File: src/rtl/digit_scan_controller_pkg.sv
// rtl/digit_scan_controller_pkg.sv - shared constants and types for the digit scan controller
// Holds the FSM state encoding, the digit count and the counter width helper.
package digit_scan_controller_pkg;

    localparam int NUM_DIGITS = 4;

    typedef enum logic [1:0] {
        ST_IDLE  = 2'd0,
        ST_SHOW  = 2'd1,
        ST_BLANK = 2'd2
    } state_t;

    // One counter serves both dwell and blank phases, so it must hold the larger terminal value.
    function automatic int cnt_width(input int prescale, input int blank_cyc);
        int w;
        w = ($clog2(prescale) > $clog2(blank_cyc)) ? $clog2(prescale) : $clog2(blank_cyc);
        return (w < 1) ? 1 : w;
    endfunction

endpackage

File: src/rtl/digit_scan_controller_if.sv
// rtl/digit_scan_controller_if.sv - scan controller signal bundle
// Ports (via modports):
//   run, digit_mask, nibble_in          : control and digit data into the controller
//   sel, sel_en, nibble_out, frame_done : decoder select/enable, current nibble, wrap pulse
interface digit_scan_controller_if import digit_scan_controller_pkg::*; ();

    logic                        run;
    logic [NUM_DIGITS-1:0]       digit_mask;
    logic [4*NUM_DIGITS-1:0]     nibble_in;
    logic [1:0]                  sel;
    logic                        sel_en;
    logic [3:0]                  nibble_out;
    logic                        frame_done;

    // master drives the controls and observes the scan outputs
    modport master (
        output run, digit_mask, nibble_in,
        input  sel, sel_en, nibble_out, frame_done
    );

    // slave is the scan controller itself
    modport slave (
        input  run, digit_mask, nibble_in,
        output sel, sel_en, nibble_out, frame_done
    );

endinterface

File: src/rtl/digit_scan_controller_next_digit_pick.sv
// rtl/digit_scan_controller_next_digit_pick.sv - combinational next-enabled-digit search
// Ports:
//   cur  : current digit index
//   mask : participating digits
//   nxt  : first set mask bit searched from cur+1 upward with wrap
//   wrap : nxt <= cur, i.e. the search wrapped past digit 3
//   none : mask is empty
module next_digit_pick
    import digit_scan_controller_pkg::*;
(
    input  logic [1:0]            cur,
    input  logic [NUM_DIGITS-1:0] mask,
    output logic [1:0]            nxt,
    output logic                  wrap,
    output logic                  none
);

    logic [1:0] idx;
    logic       found;

    always_comb begin
        nxt   = cur;
        idx   = '0;
        found = 1'b0;
        // k = 4 revisits cur itself, which covers the single-digit mask case
        for (int k = 1; k <= NUM_DIGITS; k++) begin
            idx = cur + 2'(k);
            if (!found && mask[idx]) begin
                nxt   = idx;
                found = 1'b1;
            end
        end
        none = (mask == '0);
        wrap = !none && (nxt <= cur);
    end

endmodule

File: src/rtl/digit_scan_controller.sv
// rtl/digit_scan_controller.sv - blanked time-multiplexing digit scan controller
// Ports:
//   clk   : system clock, rising edge
//   rst_n : asynchronous active-low reset
//   bus   : slave side of digit_scan_controller_if (run, digit_mask, nibble_in in;
//           sel, sel_en, nibble_out, frame_done out, all registered)
// Parameters:
//   PRESCALE  : cycles a digit stays enabled (>= 1)
//   BLANK_CYC : cycles enable stays low between digits (>= 1)
module digit_scan_controller
    import digit_scan_controller_pkg::*;
#(
    parameter int PRESCALE  = 100000,
    parameter int BLANK_CYC = 4
) (
    input  logic                     clk,
    input  logic                     rst_n,
    digit_scan_controller_if.slave   bus
);

    localparam int CNT_W = cnt_width(PRESCALE, BLANK_CYC);

    state_t       state;
    logic [CNT_W-1:0] cnt;
    logic [1:0]   sel_r;
    logic         sel_en_r;
    logic [3:0]   nibble_r;
    logic         frame_done_r;

    logic [1:0]   pick_cur;
    logic [1:0]   pick_nxt;
    logic         pick_wrap;
    logic         pick_none;

    // Seeding the search with 3 from IDLE makes it start at digit 0, which yields the
    // lowest set bit; this lets one picker serve both entry and advance.
    assign pick_cur = (state == ST_IDLE) ? 2'd3 : sel_r;

    next_digit_pick u_pick (
        .cur  (pick_cur),
        .mask (bus.digit_mask),
        .nxt  (pick_nxt),
        .wrap (pick_wrap),
        .none (pick_none)
    );

    always_ff @(posedge clk or negedge rst_n) begin
        if (!rst_n) begin
            state        <= ST_IDLE;
            cnt          <= '0;
            sel_r        <= 2'd0;
            sel_en_r     <= 1'b0;
            nibble_r     <= 4'd0;
            frame_done_r <= 1'b0;
        end else begin
            // Tracks live data for the registered sel; settles during BLANK after a sel change.
            nibble_r     <= bus.nibble_in[{sel_r, 2'b00} +: 4];
            frame_done_r <= 1'b0;
            case (state)
                ST_IDLE: begin
                    sel_en_r <= 1'b0;
                    cnt      <= '0;
                    if (bus.run && !pick_none) begin
                        state    <= ST_SHOW;
                        sel_r    <= pick_nxt;
                        sel_en_r <= 1'b1;
                    end
                end
                ST_SHOW: begin
                    if (!bus.run) begin
                        state    <= ST_IDLE;
                        sel_en_r <= 1'b0;
                        cnt      <= '0;
                    end else if (cnt == CNT_W'(PRESCALE - 1)) begin
                        cnt      <= '0;
                        sel_en_r <= 1'b0;
                        if (pick_none) begin
                            state <= ST_IDLE;
                        end else begin
                            // sel moves while enable drops, so the decoder never sees it change enabled
                            state        <= ST_BLANK;
                            sel_r        <= pick_nxt;
                            frame_done_r <= pick_wrap;
                        end
                    end else begin
                        cnt <= cnt + 1'b1;
                    end
                end
                ST_BLANK: begin
                    if (!bus.run) begin
                        state    <= ST_IDLE;
                        sel_en_r <= 1'b0;
                        cnt      <= '0;
                    end else if (cnt == CNT_W'(BLANK_CYC - 1)) begin
                        state    <= ST_SHOW;
                        sel_en_r <= 1'b1;
                        cnt      <= '0;
                    end else begin
                        cnt <= cnt + 1'b1;
                    end
                end
                default: begin
                    state    <= ST_IDLE;
                    sel_en_r <= 1'b0;
                    cnt      <= '0;
                end
            endcase
        end
    end

    assign bus.sel        = sel_r;
    assign bus.sel_en     = sel_en_r;
    assign bus.nibble_out = nibble_r;
    assign bus.frame_done = frame_done_r;

endmodule
File: src/flat_wrapper.sv
// flat-port wrapper written by rule: the top's interface ports become plain ports
module digit_scan_controller_flat import digit_scan_controller_pkg::*;
#(
    parameter int PRESCALE  = 100000,
    parameter int BLANK_CYC = 4
)
  (clk, rst_n, bus_run, bus_digit_mask, bus_nibble_in, bus_sel, bus_sel_en, bus_nibble_out, bus_frame_done);
  digit_scan_controller_if bus_i ();
  input  logic clk;
  input  logic rst_n;
  input wire logic [$bits(bus_i.run)-1:0] bus_run;
  input wire logic [$bits(bus_i.digit_mask)-1:0] bus_digit_mask;
  input wire logic [$bits(bus_i.nibble_in)-1:0] bus_nibble_in;
  output wire logic [$bits(bus_i.sel)-1:0] bus_sel;
  output wire logic [$bits(bus_i.sel_en)-1:0] bus_sel_en;
  output wire logic [$bits(bus_i.nibble_out)-1:0] bus_nibble_out;
  output wire logic [$bits(bus_i.frame_done)-1:0] bus_frame_done;
  assign bus_i.run = bus_run;
  assign bus_i.digit_mask = bus_digit_mask;
  assign bus_i.nibble_in = bus_nibble_in;
  assign bus_sel = bus_i.sel;
  assign bus_sel_en = bus_i.sel_en;
  assign bus_nibble_out = bus_i.nibble_out;
  assign bus_frame_done = bus_i.frame_done;
  digit_scan_controller #(.PRESCALE(PRESCALE), .BLANK_CYC(BLANK_CYC)) u_core (.clk(clk), .rst_n(rst_n), .bus(bus_i));
endmodule
File: config.mk
export PLATFORM = sky130hd
export DESIGN_NAME = digit_scan_controller_flat
export DESIGN_NICKNAME = d
export VERILOG_FILES = /design/src/rtl/digit_scan_controller_pkg.sv /design/src/rtl/digit_scan_controller_if.sv /design/src/rtl/digit_scan_controller_next_digit_pick.sv /design/src/rtl/digit_scan_controller.sv /design/src/flat_wrapper.sv
export SDC_FILE = /design/constraint.sdc
export NUM_CORES = 1
export LEC_CHECK = 0
export ABC_CLOCK_PERIOD_IN_PS = 3130
export BUFFER_PORTS_ARGS = -buffer_cell sky130_fd_sc_hd__buf_4
export CAP_MARGIN = 15
export CORE_UTILIZATION = 56
export CTS_CLUSTER_DIAMETER = 80
export DETAILED_ROUTE_END_ITERATION = 8
export GPL_TIMING_DRIVEN = 0
export PLACE_DENSITY = 0.8
export SLEW_MARGIN = 10
export SYNTH_ARGS = -nofsm -noshare
export SYNTH_HDL_FRONTEND = slang
export SYNTH_SLANG_ARGS = --single-unit
File: constraint.sdc
create_clock -name clk -period 3.13 [get_ports clk]
set_input_delay 0.626 -clock clk [delete_from_list [all_inputs] [get_ports clk]]
set_output_delay 0.626 -clock clk [all_outputs]
set_load 0.02 [all_outputs]
; ---- Word-level counts from Yosys, hierarchy flattened
; Index checks and enable logic that the tools add are counted.
[classes]
n_div = 0
eq_ne = 10
magnitude_cmp = 5
mul = 0
n_mux = 43
shift = 1
bitwise = 0
n_reduce_logical = 15
n_addsub = 4
[ops]
columns = op, n
row1 = $mux W17, 4
row2 = $pmux W17 S2, 1
row3 = $mux W2, 15
row4 = $add A17 B1 Y17 const B, 1
row5 = $eq A17 B17 Y1 const B, 1
row6 = $eq A17 B2 Y1 const B, 1
row7 = $mux W1, 16
row8 = $shiftx A16 B5 Y4, 1
row9 = $lt A2 B3 Y1 const B, 4
row10 = $bmux W1 S2, 4
row11 = $ne A2 B2 Y1 const B, 3
row12 = $ne A3 B2 Y1 const B, 2
row13 = $pmux W2 S3, 1
row14 = $logic_and A1 B1 Y1, 5
row15 = $reduce_and A5 Y1, 1
row16 = $add A2 B2 Y2 const B, 2
row17 = $logic_not A1 Y1, 4
row18 = $logic_not A4 Y1, 1
row19 = $pmux W2 S2, 1
row20 = $pmux W1 S3, 1
row21 = $reduce_and A3 Y1, 1
row22 = $add A2 B1 Y2 const B, 1
row23 = $eq A2 B1 Y1 const B, 1
row24 = $eq A2 B2 Y1 const B, 1
row25 = 5 further kinds, 5
[totals]
latchBits = 0
romBits = 0
inputBits = 23
mem_count = 0
ramBits = 0
reg_bits = 27

; ---- Depth between registers and ports, before layout
[logic_depth]
word_depth = 21
depth_mapped = 11
mapped_depth_nobuf = 10

; ---- By module
; From an unflattened synthesis, not the netlist that was laid out.
[unflattened]
hier_cells = 160
area_unflattened_um2 = 1590.3
[by_module_without_submodules]
columns = module, seq_area_each_um2, area_per_inst_um2, instances, cells_each
row1 = digit_scan_controller, 675.6, 1458.9, 1, 138
row2 = next_digit_pick, 0.0, 131.4, 1, 22

; ---- Least setup slack after synthesis
; Ideal clock, no wire load.
[synth_path]
path_kind = input to register
from = in bus_digit_mask[1]
to = reg u_core.frame_done_r, in the netlist u_core.bus.frame_done
path_stages = 9
setup_time_ps = 86
required_ps = 3044
path_slack_ps = 912
path_buffers = 1
arrival_time_ps = 2132
cell_sequence = bufbuf_16 > or3_1 > a21oi_1 > nor2_1 > a31oi_1 > ha_1 > a21oi_1 > a21oi_1 > nor3_1
[synth_via]
elab_chain_cells = 18
[synth_rtl]
columns = element, line_no
row1 = "start, declared", flat_wrapper.sv:12  ; input wire logic [$bits(bus_i.digit_mask)-1:0] bus_digit_mask;
row2 = $bmux W1 S2, digit_scan_controller_next_digit_pick.sv:28  ; if (!found && mask[idx]) begin
row3 = $mux W1 (implied by the code), digit_scan_controller_next_digit_pick.sv:28
row4 = $mux W1, digit_scan_controller_next_digit_pick.sv:28
row5 = $logic_not A1 Y1, digit_scan_controller_next_digit_pick.sv:28
row6 = $logic_and A1 B1 Y1, digit_scan_controller_next_digit_pick.sv:28
row7 = $mux W1, digit_scan_controller_next_digit_pick.sv:28
row8 = $logic_not A1 Y1, digit_scan_controller_next_digit_pick.sv:28
row9 = $logic_and A1 B1 Y1, digit_scan_controller_next_digit_pick.sv:28
row10 = [3 not listed], --
row11 = $mux W2 (*), digit_scan_controller_next_digit_pick.sv:28
row12 = net u_core.pick_nxt[1], digit_scan_controller.sv:31  ; logic [1:0] pick_nxt;
row13 = $le A2 B2 Y1 (*), digit_scan_controller_next_digit_pick.sv:34  ; wrap = !none && (nxt <= cur);
row14 = $logic_and A1 B1 Y1 (*), digit_scan_controller_next_digit_pick.sv:34
row15 = $mux W1 (*), digit_scan_controller.sv:77  ; if (pick_none) begin
row16 = $mux W1 (*), digit_scan_controller.sv:74  ; end else if (cnt == CNT_W'(PRESCALE - 1)) begin
row17 = $mux W1 (*), digit_scan_controller.sv:70  ; if (!bus.run) begin
row18 = $mux W1 (*), digit_scan_controller.sv:59  ; case (state)
row19 = "end signal, assigned", digit_scan_controller.sv:83  ; frame_done_r <= pick_wrap;
row20 = "end, declared", digit_scan_controller.sv:28  ; logic frame_done_r;
; Mark *: on every way through the listed nets, which the timed path passes. The rest lies on a longest branch. The select of a mux whose other input is x is not followed.
; A chain may end at the register's enable or synchronous reset.

; ---- Worst setup path in the final report
[layout_path]
from = reg u_core.state[0]
to = reg u_core.frame_done_r, in the netlist u_core.bus.frame_done
[layout_via]
elab_chain_cells = 21
[layout_rtl]
columns = element, line_no
row1 = "start, declared", digit_scan_controller.sv:23  ; state_t state;
row2 = "start signal, assigned", digit_scan_controller.sv:49  ; state <= ST_IDLE;
row3 = "start signal, assigned", digit_scan_controller.sv:64  ; state <= ST_SHOW;
row4 = "start signal, assigned", digit_scan_controller.sv:71  ; state <= ST_IDLE;
row5 = $logic_not A2 Y1 (*), digit_scan_controller.sv:37  ; assign pick_cur = (state == ST_IDLE) ? 2'd3 : sel_r;
row6 = $mux W2 (*), digit_scan_controller.sv:37
row7 = $add A2 B1 Y2, digit_scan_controller_next_digit_pick.sv:27  ; idx = cur + 2'(k);
row8 = $bmux W1 S2, digit_scan_controller_next_digit_pick.sv:28
row9 = $mux W1 (implied by the code), digit_scan_controller_next_digit_pick.sv:28
row10 = $mux W1, digit_scan_controller_next_digit_pick.sv:28
row11 = $logic_not A1 Y1, digit_scan_controller_next_digit_pick.sv:28
row12 = $logic_and A1 B1 Y1, digit_scan_controller_next_digit_pick.sv:28
row13 = [6 not listed], --
row14 = $mux W2 (*), digit_scan_controller_next_digit_pick.sv:28
row15 = net u_core.pick_nxt[1], digit_scan_controller.sv:31
row16 = $le A2 B2 Y1 (*), digit_scan_controller_next_digit_pick.sv:34
row17 = $logic_and A1 B1 Y1 (*), digit_scan_controller_next_digit_pick.sv:34
row18 = $mux W1 (*), digit_scan_controller.sv:77
row19 = $mux W1 (*), digit_scan_controller.sv:74
row20 = $mux W1 (*), digit_scan_controller.sv:70
row21 = $mux W1 (*), digit_scan_controller.sv:59
; Marks and branches as above.

==> out/qor.yml <==
endpoint_kind: "flip-flop"
dp_hpwl_mm: 3.01
clock_path_buffers: 2
drv_slew: 0
drc: 0
path_buf_inv: 1
crit_type: "flip-flop to flip-flop"
htreeDepth: 1
cts_resized: 0
setup_tns_ns: 0
fin_worst_skew_ns: 0.0113
rows: 20
cts_buffers: 3
whs_ns: 0.183
ys.flop_type: "dfrtp_1"
die_h_um: 59.2
clock-sinks: 27
drtIter0Drc: 74
cp-start-kind: "flip-flop"
setup_viol: 0
irDropWorstVdd_uv: 507
layout.nets: 239
min_period_over_period_pct: 79.7
power_frac_seq_pct: 33.3
rrSetupSlack_ns: 0.64
core-area_um2: 3080
netSwitchingPower_uw: 543
cts.reportedPaths.clkPinSlew_ns: 0.15
detail-route-antenna-nets: 0
synth_area_leader_cell: "dfrtp_1"
grt_max_degree: 28
cap_viol_max_count: 0
grt_overflow: 0
post_drt_wl_per_cell_um: 15.4
power_leakage_nw: 0.867
yosysMostFrequentCell: "dfrtp_1"
grt_pass1_vias: 1506
post_cts_buffers: 0
rsz0062_at_grt: "no"
critical-path-slowest-cell: "or4b_1"
clock_latency_ns: 0.32
worst_pin_slew_ns: 0.434
synthCells: 179
synthTopCellsByArea: "dfrtp_1, mux4_2, nor2_1"
synthArstFlopShare_pct: 100
power_mw: 1.35
synth_area_per_cell_um2: 10.2
cts_tree: "done"
power_switching_share_pct: 40.3
hold_path.class: "input pin to async pin"
drt_first_pass_iters: 4
n_fill_cell: 260
fmax_ghz: 0.401
cp_max_fo: 5
ys_seq_area_share_pct: 36.8
status: "finished clean"
ctsHoldBuffers: 0
die_w_um: 59.2
pin_count: 31
netlist.area_leader.share_pct: 36.8
synth_edf_count: 0
crit_chain: "inv_1 > ha_1 > nor2_1 > or4b_1 > o21ai_0 > a31oi_1 > ha_1 > a21oi_1 > a21oi_1 > nor3_1"
required_ns: 3.38
drive_gt1_share_pct: 25.8
grt_pass1_wl_mm: 6.60
critPathMaxStageDelay_ns: 0.46
diodes: 0
seq_area_um2: 676
power_density_nw_per_um2: 639
clockRootBuffer: "clkbuf_4"
syn-cell-area_um2: 1830
via_per_inst: 5.99
pwr-share-clk_pct: 11.0
multi_input_area_um2: 1040
initial_utilization_pct: 59.6
num_vias: 1516
wirelength_mm: 3.90
yosys_warnings: 0
critPathTopFamily: "simple AND/OR/NAND/NOR gates"
synth_cell_types: 57
cp.arrival_ns: 2.74
fin_crit_ns: 2.49
fin_util_pct: 68.6
synth_common_cells: "dfrtp_1, nor2_1, nand2_1"
power_frac_comb_pct: 55.6
groute.usage.overall_pct: 24.7
antenna_found_initial: 0
syn_to_final_growth_pct: 15.1
synth_nets: 208
finalHoldViolations: 0
routabilityCongestion: 0.874
die_area_um2: 3510
port_buffers: 26
yosys_register_bits: 27
relSlewSlack_pct: 71.1
p_int_uw: 805
path summary, 6_finish.rpt:
path                              startpoint               endpoint  cells after the start
min in group clk           u_core.bus.sel_en      u_core.bus.sel_en                      1
setup / recovery             u_core.state[0]  u_core.bus.frame_done                     10
hold reg to reg            u_core.bus.sel_en      u_core.bus.sel_en                      1
setup reg to reg             u_core.state[0]  u_core.bus.frame_done                     10
hold / removal                         rst_n         u_core.cnt[10]                      1
max in group asynchronous              rst_n          u_core.cnt[5]                      1
kinds of logic (layout without fill, tap and decap cells):
family / count (synthesis) / after routing / share of synthesized area (%)
and+or+nand+nor: 79 / 79 / 25.6
xor gates and xnor gates: 15 / 15 / 7.16
AOI/OAI and AO/OA: 30 / 30 / 13.2
buffers and inverters: 16 / 46 / 6.41
muxes: 6 / 6 / 6.75
adders and majority gates: 6 / 6 / 4.09
DFF: 27 / 27 / 36.8
layout by cell type, fill, tap and decap left out, drive strengths merged, types with 2 or more instances in the layout:
| master | count |
|---|---|
| buf | 29 |
| dfrtp | 27 |
| nor2 | 25 |
| nand2 | 10 |
| xnor2 | 9 |
| nand3 | 8 |
| clkbuf | 8 |
| inv | 7 |
| nor3 | 6 |
| xor2 | 6 |
| ha | 6 |
| nor4 | 6 |
| mux4 | 5 |
| nand2b | 5 |
| nand4 | 5 |
| a21oi | 4 |
| o21ai | 4 |
| and4 | 3 |
| o22ai | 2 |
| a211oi | 2 |
| o2bb2ai | 2 |
| a2bb2oi | 2 |
| and3b | 2 |
| bufbuf | 2 |
| nor4b | 2 |
| a211o | 2 |
| a21o | 2 |
| o221ai | 2 |
metrics by stage:
stage / cells / worst slack (ns) / cell area (um2)
after CTS: 253 / 0.617 / 2110
after global routing: 253 / 0.389 / 2110
after floorplan: 179 / 0.912 / 1830
after detailed placement: 249 / 0.665 / 2080
after global placement: 249 / 0.728 / 2080
final: 253 / 0.635 / 2110
final cells by class:
| class | count | share of cell area [%] |
|---|---|---|
| Clock buffer | 4 | 1.24 |
| Multi-Input combinational cell | 136 | 49.3 |
| Sequential cell | 27 | 32.0 |
| Tap cell | 44 | 2.61 |
| Inverter | 7 | 1.24 |
| Buffer | 9 | 4.33 |
| Timing Repair Buffer | 26 | 9.25 |
power groups by stage:
stage | registers, mW | logic (mW) | clock network (mW)
6_report | 0.450 | 0.750 | 0.149
5_1_grt | 0.459 | 0.820 | 0.168
4_1_cts | 0.451 | 0.748 | 0.149
3_5_place_dp | 0.457 | 0.744 | 0
3_3_place_gp | 0.452 | 0.725 | 0
2_1_floorplan | 0.504 | 0.492 | 0
metal layers:
| layer | vias to the layer above | GRT usage [%] | routed length [um] |
|---|---|---|---|
| met4 | 0 | 10.5 | 70 |
| met2 | 38 | 45.1 | 2140 |
| met1 | 756 | 29.4 | 1590 |
| li1 | 715 | - | - |
| met5 | - | 0 | 0 |
| met3 | 7 | 1.97 | 93 |
worst register-to-register path, delay by kind of cell, from the launching register on:
kind                     cells  cell delay [ns]
AO/OA/AOI/OAI                4             0.41
adder cells (fa/ha/maj)      2             0.59
buffers and inverters        1             0.12
flip-flops                   1             0.41
AND/OR/NAND/NOR              3             0.92
state kept, by name, indices dropped and copies added (netlist names):
signal,flops
u_core.bus.frame_done,1
u_core.bus.nibble_out,4
u_core.bus.sel,2
u_core.bus.sel_en,1
u_core.cnt,17
u_core.state,2
No activity file was read; power rests on OpenSTA's default activity.
